<file path="config.mk">
export PLATFORM = sky130hd
export DESIGN_NAME = serial_subtractor_ctrl
export DESIGN_NICKNAME = d
export VERILOG_FILES = /design/src/rtl/serial_subtractor_ctrl.sv
export SDC_FILE = /design/constraint.sdc
export NUM_CORES = 1
export LEC_CHECK = 0
export ABC_AREA = 1
export CAP_MARGIN = 15
export CORE_MARGIN = 2
export CORE_UTILIZATION = 45
export CTS_CLUSTER_DIAMETER = 120
export DETAILED_ROUTE_END_ITERATION = 7
export PLACE_DENSITY = 0.7
export SYNTH_ARGS = -nofsm -noshare
export SYNTH_HDL_FRONTEND = slang
export SYNTH_HIERARCHICAL = 1
export SYNTH_SLANG_ARGS = --single-unit
</file>
<file path="constraint.sdc">
create_clock -name clk -period 1.6 [get_ports clk]
set_clock_uncertainty 0.1 [all_clocks]
set_input_delay 0.48 -clock clk [delete_from_list [all_inputs] [get_ports clk]]
set_output_delay 0.48 -clock clk [all_outputs]
set_load 0.01 [all_outputs]
</file>
<file path="src/rtl/serial_subtractor_ctrl.sv">
// Bit-serial WIDTH-bit subtractor: one full_subtractor cell, LSB first, behind a start/busy/done handshake.
// Optional borrow-in port enabled by defining SERIAL_SUB_BIN_EN.

module full_subtractor (
    input  logic a,
    input  logic b,
    input  logic bin,
    output logic difference,
    output logic borrow
);
    assign difference = a ^ b ^ bin;
    assign borrow     = (~a & b) | (~(a ^ b) & bin);
endmodule

module serial_subtractor_ctrl #(
    parameter int WIDTH = 8
) (
    input  logic             clk,
    input  logic             rst,
    input  logic             start,
    input  logic [WIDTH-1:0] a,
    input  logic [WIDTH-1:0] b,
`ifdef SERIAL_SUB_BIN_EN
    input  logic             bin,
`endif
    output logic             busy,
    output logic             done,
    output logic [WIDTH-1:0] diff,
    output logic             borrow_out
);
    localparam int CW = (WIDTH > 1) ? $clog2(WIDTH) : 1;
    localparam logic [CW-1:0] LAST = CW'(WIDTH - 1);

    typedef enum logic [1:0] {
        IDLE = 2'd0,
        RUN  = 2'd1,
        DONE = 2'd2
    } state_t;

    state_t         state;
    logic [WIDTH-1:0] sa;
    logic [WIDTH-1:0] sb;
    logic           br;
    logic [CW-1:0]  cnt;
    logic           cell_diff;
    logic           cell_borrow;
    logic           start_borrow;

`ifdef SERIAL_SUB_BIN_EN
    assign start_borrow = bin;
`else
    assign start_borrow = 1'b0;
`endif

    full_subtractor u_cell (
        .a          (sa[0]),
        .b          (sb[0]),
        .bin        (br),
        .difference (cell_diff),
        .borrow     (cell_borrow)
    );

    // DONE accepts a new start exactly like IDLE, which gives back-to-back throughput.
    always_ff @(posedge clk) begin
        if (rst) begin
            state      <= IDLE;
            busy       <= 1'b0;
            done       <= 1'b0;
            diff       <= '0;
            borrow_out <= 1'b0;
            cnt        <= '0;
            br         <= 1'b0;
            sa         <= '0;
            sb         <= '0;
        end else begin
            case (state)
                IDLE, DONE: begin
                    done <= 1'b0;
                    if (start) begin
                        sa    <= a;
                        sb    <= b;
                        br    <= start_borrow;
                        cnt   <= '0;
                        busy  <= 1'b1;
                        state <= RUN;
                    end else begin
                        busy  <= 1'b0;
                        state <= IDLE;
                    end
                end
                RUN: begin
                    diff <= {cell_diff, diff[WIDTH-1:1]};
                    sa   <= sa >> 1;
                    sb   <= sb >> 1;
                    br   <= cell_borrow;
                    cnt  <= cnt + 1'b1;
                    if (cnt == LAST) begin
                        borrow_out <= cell_borrow;
                        busy       <= 1'b0;
                        done       <= 1'b1;
                        state      <= DONE;
                    end
                end
                default: begin
                    busy  <= 1'b0;
                    done  <= 1'b0;
                    state <= IDLE;
                end
            endcase
        end
    end
endmodule

</file>
==> results of run 1 <==
==> repair_timing <==
item | 4_1_cts | 5_1_grt
endpoints found under the setup margin | 11 | 4
hold endpoints to repair | 0 | 0
resized for setup | 11 | 4
==> flip-flops by register name (all words and copies together) (netlist names) <==
| signal | count |
|---|---|
| borrow_out | 1 |
| state | 2 |
| sb | 8 |
| diff | 8 |
| busy | 1 |
| br | 1 |
| sa | 8 |
| done | 1 |
| cnt | 3 |
==> power by group <==
group	internal [mW]	switching, mW	leakage, nW	total (mW)
clock	0.207	0.273	0.0314	0.480
sequential	0.890	0.0317	0.273	0.922
combinational	0.170	0.204	0.622	0.373
total	1.27	0.508	0.926	1.78
==> cells in the mapped netlist (all sizes together) <==
cell	n	share of area, %
dfxtp	33	41
o21ai	12	3.7
nor3	15	4.7
nand3	32	11
nor2	34	8.9
buf	12	6.8
clkbuf	1	0.23
ha	2	1.6
inv	28	6.5
fa	1	1.2
clkinv	7	1.6
nand2	39	10
o21a	1	0.47
a21oi	5	1.6
nand3b	2	0.93
==> worst paths after layout <==
check / depth (start not counted) / from / slack [ns] / endpoint
hold reg to reg: 2 / busy$_SDFFE_PP0P_ / 0.36 / busy$_SDFFE_PP0P_
setup / recovery: 1 / diff[5]$_SDFFE_PP0P_ / 0.05 / diff[5]
hold / removal: 2 / busy$_SDFFE_PP0P_ / 0.36 / busy$_SDFFE_PP0P_
setup reg to reg: 4 / state[0]$_SDFFE_PP0P_ / 0.19 / cnt[2]$_SDFFE_PP0P_
==> routing by layer <==
layer,up-vias,GRT usage [%],wire (um)
li1,755,-,-
met3,5,5.634,169
met5,-,0,0
met4,0,8.152,60
met2,24,28.91,1513
met1,626,21.11,1457
==> worst min-delay path: cells and delay by family, from the launching register on <==
family,cells,cell delay [ns]
simple gates,1,0.06
flops,1,0.32
compound gates,1,0.05
==> stage by stage <==
step,instance area [um2],setup WS [ns]
2_1_floorplan,1609,0.4182
4_1_cts,1964,0.03485
5_1_grt,1969,0.001992
6_report,1969,0.04742
3_3_place_gp,1923,-0.1590
3_5_place_dp,1923,-0.1949
==> kinds of logic (layout without fill, tap and decap cells) <==
kind of cell | Yosys count | in the layout | share of synthesized area (%)
adder cells (fa/ha/maj) | 3 | 3 | 2.799
buffers and inverters | 48 | 80 | 15.24
AO/OA/AOI/OAI | 18 | 18 | 5.754
flip-flops | 33 | 33 | 41.06
AND/OR/NAND/NOR | 122 | 122 | 35.15
==> cell type report <==
class                           count  area (um2)
Fill cell                         334        1420
Multi-Input combinational cell    143       703.2
Sequential cell                    33       664.4
Timing Repair Buffer               38       357.8
Inverter                           35       131.4
Tap cell                           46       57.56
Clock buffer                        7       55.05
==> flow_summary.yaml, run 1 <==
critical_path:
  crit_path_cell_trace: "dlygate4sd2_1"
  worst_path_largest_cell_delay_ns: 0.36
  crit_type: "reg2out"
  end_kind: "primary output"
  crit_path_start_kind: "flop"
  crit_path_max_fanout: 3
  cp.required_ns: 1.02
  critical_path_buf_inv_count: 1
  critical_path.top_delay_family: "flip-flops"
  cp.arrival_ns: 0.97
  crit_slowest_cell: "sky130_fd_sc_hd__dfxtp_1"
status:
  run_status: "finished clean"
min_path:
  hold_removal_path_class: "reg2reg"
cells_and_area:
  number_of_standard_cells_in_the_layout_taps_in_and_fillers_out: 302
  antenna_cells: 0
  most-common-layout-cells: "sky130_fd_sc_hd__nand2_1, sky130_fd_sc_hd__nor2_1, sky130_fd_sc_hd__nand3_1, sky130_fd_sc_hd__dfxtp_1, sky130_fd_sc_hd__inv_1"
  syn_to_final_growth_pct: 22.40
  mostFrequentLayoutCell: "sky130_fd_sc_hd__nand2_1"
  share_of_post_route_cells_with_drive_strength_above_1_pct: 9.766
  final_nets: 278
  final_core_utilization_pct: 58.10
die:
  die-area_mm2: 0.004070
  fp-row-count: 21
  design.core.area_mm2: 0.003390
  chipWidth_um: 63.80
  floorplan.initialDensity_pct: 47.47
  die_h_um: 63.80
  io_pins: 30
sta:
  finalHoldViolCount: 0
  fin_crit_ns: 1.553
  maxSlewViolCount: 0
  grt_setup_unrepaired: "false"
  fin_crit_sh_pct: 97.04
  slew_headroom_pct: 76.26
  finalSetupTns_ns: 0
  timing.final.setup_violations: 0
  holdWs_ns: 0.3640
  worst-slew-pin-transition_ns: 0.3558
  max_freq_mhz: 644.1
clocking:
  ctsRootBufferMaster: "sky130_fd_sc_hd__clkbuf_4"
  cts-buffers-inserted: 5
  clockBufferDepth: 2
  clk_transition_reported_paths_ns: 0.09
  cts_tree: "done"
  clock_insertion_delay_at_the_later_pin_of_the_skew_report_ns: 0.34
  hold_buffers: 0
  h-tree-depth: 2
  clock-sinks: 33
  cts_setup_buffers: 0
global_route:
  grt_pass1_vias: 1317
  overflow: 0
  grt_pass1_wl_mm: 5.637
  global_route.usage.total_pct: 17.71
  grt_max_degree: 34
  antenna_violations_before_repair: 0
placed_design:
  inst_count_dp: 295
  routabilityCongestion: 0.7447
  hpwlAfterDp_mm: 2.127
  port_buffers: 29
drt:
  drt-total-wl_mm: 3.200
  wl_per_cell_um: 10.60
  detail_routed_via_count_per_cell: 4.669
  drcViolationCount: 0
  detail_route.iter0.violations: 77
  detailedRoute.firstPassIterationCount: 4
  detailroute.via_count: 1410
  postRouteAntennaNets: 0
power_and_ir_drop:
  cellPowerDensity_mw_per_mm2: 901.7
  power_mw: 1.776
  leakage_power_nw: 0.9264
  ir_drop_uv: 431.8
synthesis:
  syn-cell-area_mm2: 0.001609
  synth_cells: 224
  ys_seq_elements: 33
  synthesis_warning_total: 6
  synth-seq-area-share_pct: 41.06
  synth.lib_cells_used.distinct: 23
  synthesis.area_per_instance_um2: 7.183
  syn_nets: 246
job:
  drv_cap: 0
Note: power is estimated with default switching activity, not from simulation.
==> run 2: changes to the inputs <==
- CORE_UTILIZATION: 45 -> 51
- PLACE_DENSITY: 0.7 -> 0.78
==> run 2 against run 1 <==
  * Global-route usage rose by 1.3 points
  * Critical endpoint unchanged
  * Hold slack improved by 0.0042 ns
  * Power decreased by 1.8%
==> flow_summary.yaml, run 2 (synthesis gave the netlist of run 1 again) <==
min_path:
  min_delay_worst_endpoint: "borrow_out$_SDFFE_PP0P_"
  hold_removal_path_class: "reg2reg"
  timing.hold.worst.start: "borrow_out$_SDFFE_PP0P_"
  worst_hold_path.num_cells: 2
global_route:
  global_route.usage.met1_pct: 23.23
  global_route.usage.total_pct: 19.03
  groute.layer.met2.usage_pct: 31.21
  grt_max_degree: 34
  grt_pass1_wl_mm: 5.175
  overflow: 0
  gr-max-usage-layer: "met2"
  antenna_violations_before_repair: 0
  grtUsageMet3_pct: 5.411
  grt_pass1_vias: 1250
critical_path:
  end_kind: "primary output"
  setup.worst_path.start: "diff[5]$_SDFFE_PP0P_"
  crit_path_cell_trace: "dlygate4sd2_1"
  worst_r2r_endpoint: "cnt[2]$_SDFFE_PP0P_"
  crit_slowest_cell: "sky130_fd_sc_hd__dfxtp_1"
  timing.rr.start: "state[0]$_SDFFE_PP0P_"
  worstRegToRegCells: 4
  critical_path_buf_inv_count: 1
  worst_path_largest_cell_delay_ns: 0.36
  crit_type: "reg2out"
  crit_path_max_fanout: 3
  crit_path_start_kind: "flop"
  cp.required_ns: 1.02
  critical_path.top_delay_family: "flip-flops"
  reg2reg_slack_ns: 0.23
  cp.arrival_ns: 0.97
clocking:
  cts-buffers-inserted: 5
  h-tree-depth: 2
  clk_transition_reported_paths_ns: 0.10
  cts_setup_buffers: 0
  cts_resized: 11
  clock_insertion_delay_at_the_later_pin_of_the_skew_report_ns: 0.33
  clock-sinks: 33
  hold_buffers: 0
  cts_tree: "done"
  ctsRootBufferMaster: "sky130_fd_sc_hd__clkbuf_4"
  clockBufferDepth: 2
drt:
  detail_routed_via_count_per_cell: 4.850
  detailroute.via_count: 1460
  wl_per_cell_um: 10.18
  postRouteAntennaNets: 0
  detail_route.iter0.violations: 58
  drt-total-wl_mm: 3.063
  detailedRoute.firstPassIterationCount: 4
  drcViolationCount: 0
cells_and_area:
  syn_to_final_growth_pct: 21.15
  share_of_post_route_cells_with_drive_strength_above_1_pct: 9.728
  mostFrequentLayoutCell: "sky130_fd_sc_hd__nand2_1"
  antenna_cells: 0
  most-common-layout-cells: "sky130_fd_sc_hd__nand2_1, sky130_fd_sc_hd__nor2_1, sky130_fd_sc_hd__dfxtp_1"
  final_nets: 278
  number_of_standard_cells_in_the_layout_taps_in_and_fillers_out: 301
  largestRegisters: "diff (8), sa (8), sb (8)"
placed_design:
  routabilityCongestion: 0.7489
  inst_count_dp: 293
  port_buffers: 29
  hpwlAfterDp_mm: 2.070
power_and_ir_drop:
  ir_drop_uv: 620.2
  power_mw: 1.743
  cellPowerDensity_mw_per_mm2: 894.1
  leakage_power_nw: 0.9214
sta:
  fin_crit_ns: 1.546
  worst-slew-pin-transition_ns: 0.3448
  finalHoldViolCount: 0
  max_freq_mhz: 646.7
  maxSlewViolCount: 0
  holdWs_ns: 0.3682
  slew_headroom_pct: 76.99
  timing.final.setup_violations: 0
  grt_setup_unrepaired: "false"
  fin_crit_sh_pct: 96.64
status:
  run_status: "finished clean"
die:
  chipWidth_um: 60.17
  io_pins: 30
  die-area_mm2: 0.003620
  floorplan.initialDensity_pct: 53.14
  die_h_um: 60.17
  fp-row-count: 20
  design.core.area_mm2: 0.003028
job:
  drv_cap: 0
run 2: worst max-delay path by stage:
stage | to | slack (ns) | cells after the start
5_1_grt | diff[1] | 0.004 | 1
4_1_cts | diff[3] | 0.04 | 1
3_3_place_gp | state[0]$_SDFFE_PP0P_ | -0.15 | 4
2_1_floorplan | diff[7]$_SDFFE_PP0P_ | 0.42 | 4
6_report | diff[5] | 0.05 | 1
3_5_place_dp | sa[0]$_SDFFE_PP0P_ | -0.16 | 4
run 2: where the power goes:
| part | total [mW] | switching, mW | internal [mW] |
|---|---|---|---|
| clock | 0.449 | 0.282 | 0.167 |
| combinational | 0.372 | 0.204 | 0.168 |
| sequential | 0.922 | 0.0322 | 0.890 |
| total | 1.74 | 0.517 | 1.23 |
run 2: routing by layer:
layer | wire length (um) | vias to the layer above
li1 | - | 759
met1 | 1464 | 659
met2 | 1408 | 37
met3 | 154 | 5
met4 | 36 | 0
met5 | 0 | -
run 2: layout make-up:
class / count / area (um2)
repair buffers: 38 / 345.3
well taps: 44 / 55.05
fillers: 297 / 1079
clock buffers: 6 / 41.29
multi-input cells: 143 / 703.2
inverters: 35 / 131.4
flip-flops and latches: 33 / 663.1
clock inverters: 2 / 10.01
run 2: per-stage QoR:
stage	cell area [um2]	utilization [%]	setup TNS [ns]	setup WS [ns]
finish	1949	64.38	0	0.05368
detailed placement	1908	63.02	-2.674	-0.1615
global route	1949	64.38	0	0.003794
global placement	1908	63.02	-2.522	-0.1484
CTS	1946	64.26	0	0.03555
floorplan	1609	-	0	0.4182
==> run 3: changes to the inputs <==
- REMOVE_ABC_BUFFERS: unset -> 1
==> run 3 against run 2 <==
  * Cell area is 0.39% higher
  * Setup slack better by 0.011 ns
  * First-iteration DRC count is 67% higher
  * Non-clock buffer count is 4 lower
  * Highest routed layer unchanged
==> flow_summary.yaml, run 3 (synthesis gave the netlist of run 1 again) <==
status:
  run_status: "finished clean"
sta:
  fin_crit_sh_pct: 95.96
  worst-slew-pin-transition_ns: 0.3745
  finalHoldViolCount: 0
  finalSetupTns_ns: 0
  holdWs_ns: 0.3657
  timing.final.setup_violations: 0
  grt_setup_unrepaired: "false"
  max_freq_mhz: 651.3
  fin_crit_ns: 1.535
  smallest_setup_slack_after_layout_ns: 0.06458
  maxSlewViolCount: 0
  slew_headroom_pct: 75.04
drt:
  detailroute.via_count: 1373
  detail_routed_via_count_per_cell: 4.623
  route.met3.wl_um: 143
  detail_route.iter0.violations: 97
  drt-total-wl_mm: 2.978
  top_layer: "met4"
  detailedRoute.firstPassIterationCount: 4
  routed-wl-met2_mm: 1.262
  drcViolationCount: 0
  wl_per_cell_um: 10.03
  postRouteAntennaNets: 0
  wl_met1_mm: 1.547
cells_and_area:
  largestRegisters: "diff (8), sa (8), sb (8)"
  most-common-layout-cells: "sky130_fd_sc_hd__nand2_1, sky130_fd_sc_hd__nor2_1, sky130_fd_sc_hd__dfxtp_1"
  share_of_post_route_cells_with_drive_strength_above_1_pct: 8.696
  number_of_standard_cells_in_the_layout_taps_in_and_fillers_out: 297
  final_cell_area_mm2: 0.001957
  mostFrequentLayoutCell: "sky130_fd_sc_hd__nand2_1"
  syn_to_final_growth_pct: 21.62
  antenna_cells: 0
  final_nets: 274
  final_core_utilization_pct: 64.63
global_route:
  grt_pass1_vias: 1143
  grt_max_degree: 34
  global_route.usage.total_pct: 18.64
  antenna_violations_before_repair: 0
  overflow: 0
  grt_pass1_wl_mm: 4.947
clocking:
  clock-sinks: 33
  h-tree-depth: 2
  cts_setup_buffers: 0
  hold_buffers: 0
  clock_insertion_delay_at_the_later_pin_of_the_skew_report_ns: 0.34
  cts_resized: 11
  cts-buffers-inserted: 5
  clk_transition_reported_paths_ns: 0.10
  clockBufferDepth: 2
  cts_tree: "done"
  ctsRootBufferMaster: "sky130_fd_sc_hd__clkbuf_4"
placed_design:
  hpwlAfterDp_mm: 1.901
  routabilityCongestion: 0.7434
  port_buffers: 29
  placed_cell_area_mm2: 0.001891
  inst_count_dp: 289
  post-place-ws_ns: -0.1581
critical_path:
  cp.required_ns: 1.02
  critical_path_buf_inv_count: 1
  critical_path.top_delay_family: "flip-flops"
  crit_type: "reg2out"
  worst_path_largest_cell_delay_ns: 0.35
  cp.arrival_ns: 0.96
  crit_path_cell_trace: "dlygate4sd2_1"
  end_kind: "primary output"
  crit_slowest_cell: "sky130_fd_sc_hd__dfxtp_1"
  crit_path_max_fanout: 3
  crit_path_start_kind: "flop"
die:
  fp-row-count: 20
  die_h_um: 60.17
  floorplan.initialDensity_pct: 53.14
  design.core.area_mm2: 0.003028
  io_pins: 30
  die-area_mm2: 0.003620
  chipWidth_um: 60.17
job:
  drv_cap: 0
power_and_ir_drop:
  power_mw: 1.833
  leakage_power_nw: 0.8994
  cellPowerDensity_mw_per_mm2: 936.8
  ir_drop_uv: 822.1
min_path:
  hold_removal_path_class: "reg2reg"
run 3: cell count changes in the layout (fill, tap and decap cells not counted), sizes merged:
cell	delta
dlygate4sd2	-5
clkbuf	+1
buf	-4
clkdlybuf4s15	+5
clkinv	-1
run 3: worst paths after layout:
kind                         start  cells past startpoint  slack [ns]               endpoint
max           diff[6]$_SDFFE_PP0P_                      1        0.06                diff[6]
min              busy$_SDFFE_PP0P_                      2        0.37      busy$_SDFFE_PP0P_
max reg2reg  state[0]$_SDFFE_PP0P_                      4        0.27  state[0]$_SDFFE_PP0P_
min reg2reg      busy$_SDFFE_PP0P_                      2        0.37      busy$_SDFFE_PP0P_
run 3: area by class of cell:
type                            count  area [um2]
Inverter                           35       131.4
Clock buffer                        7       65.06
Multi-Input combinational cell    143       703.2
Fill cell                         302        1071
Timing Repair Buffer               34       334.1
Tap cell                           44       55.05
Clock inverter                      1       5.005
Sequential cell                    33       663.1
run 3: per-layer routing:
metal  vias up  GRT usage (%)
li1        753              -
met4         0          7.619
met2        23          28.26
met1       595          23.24
met3         2          7.792
met5         -              0
run 3: where the power goes:
group,switching [mW],internal (mW),leakage (nW)
sequential,0.0303,0.890,0.273
combinational,0.201,0.164,0.585
clock,0.294,0.255,0.0413
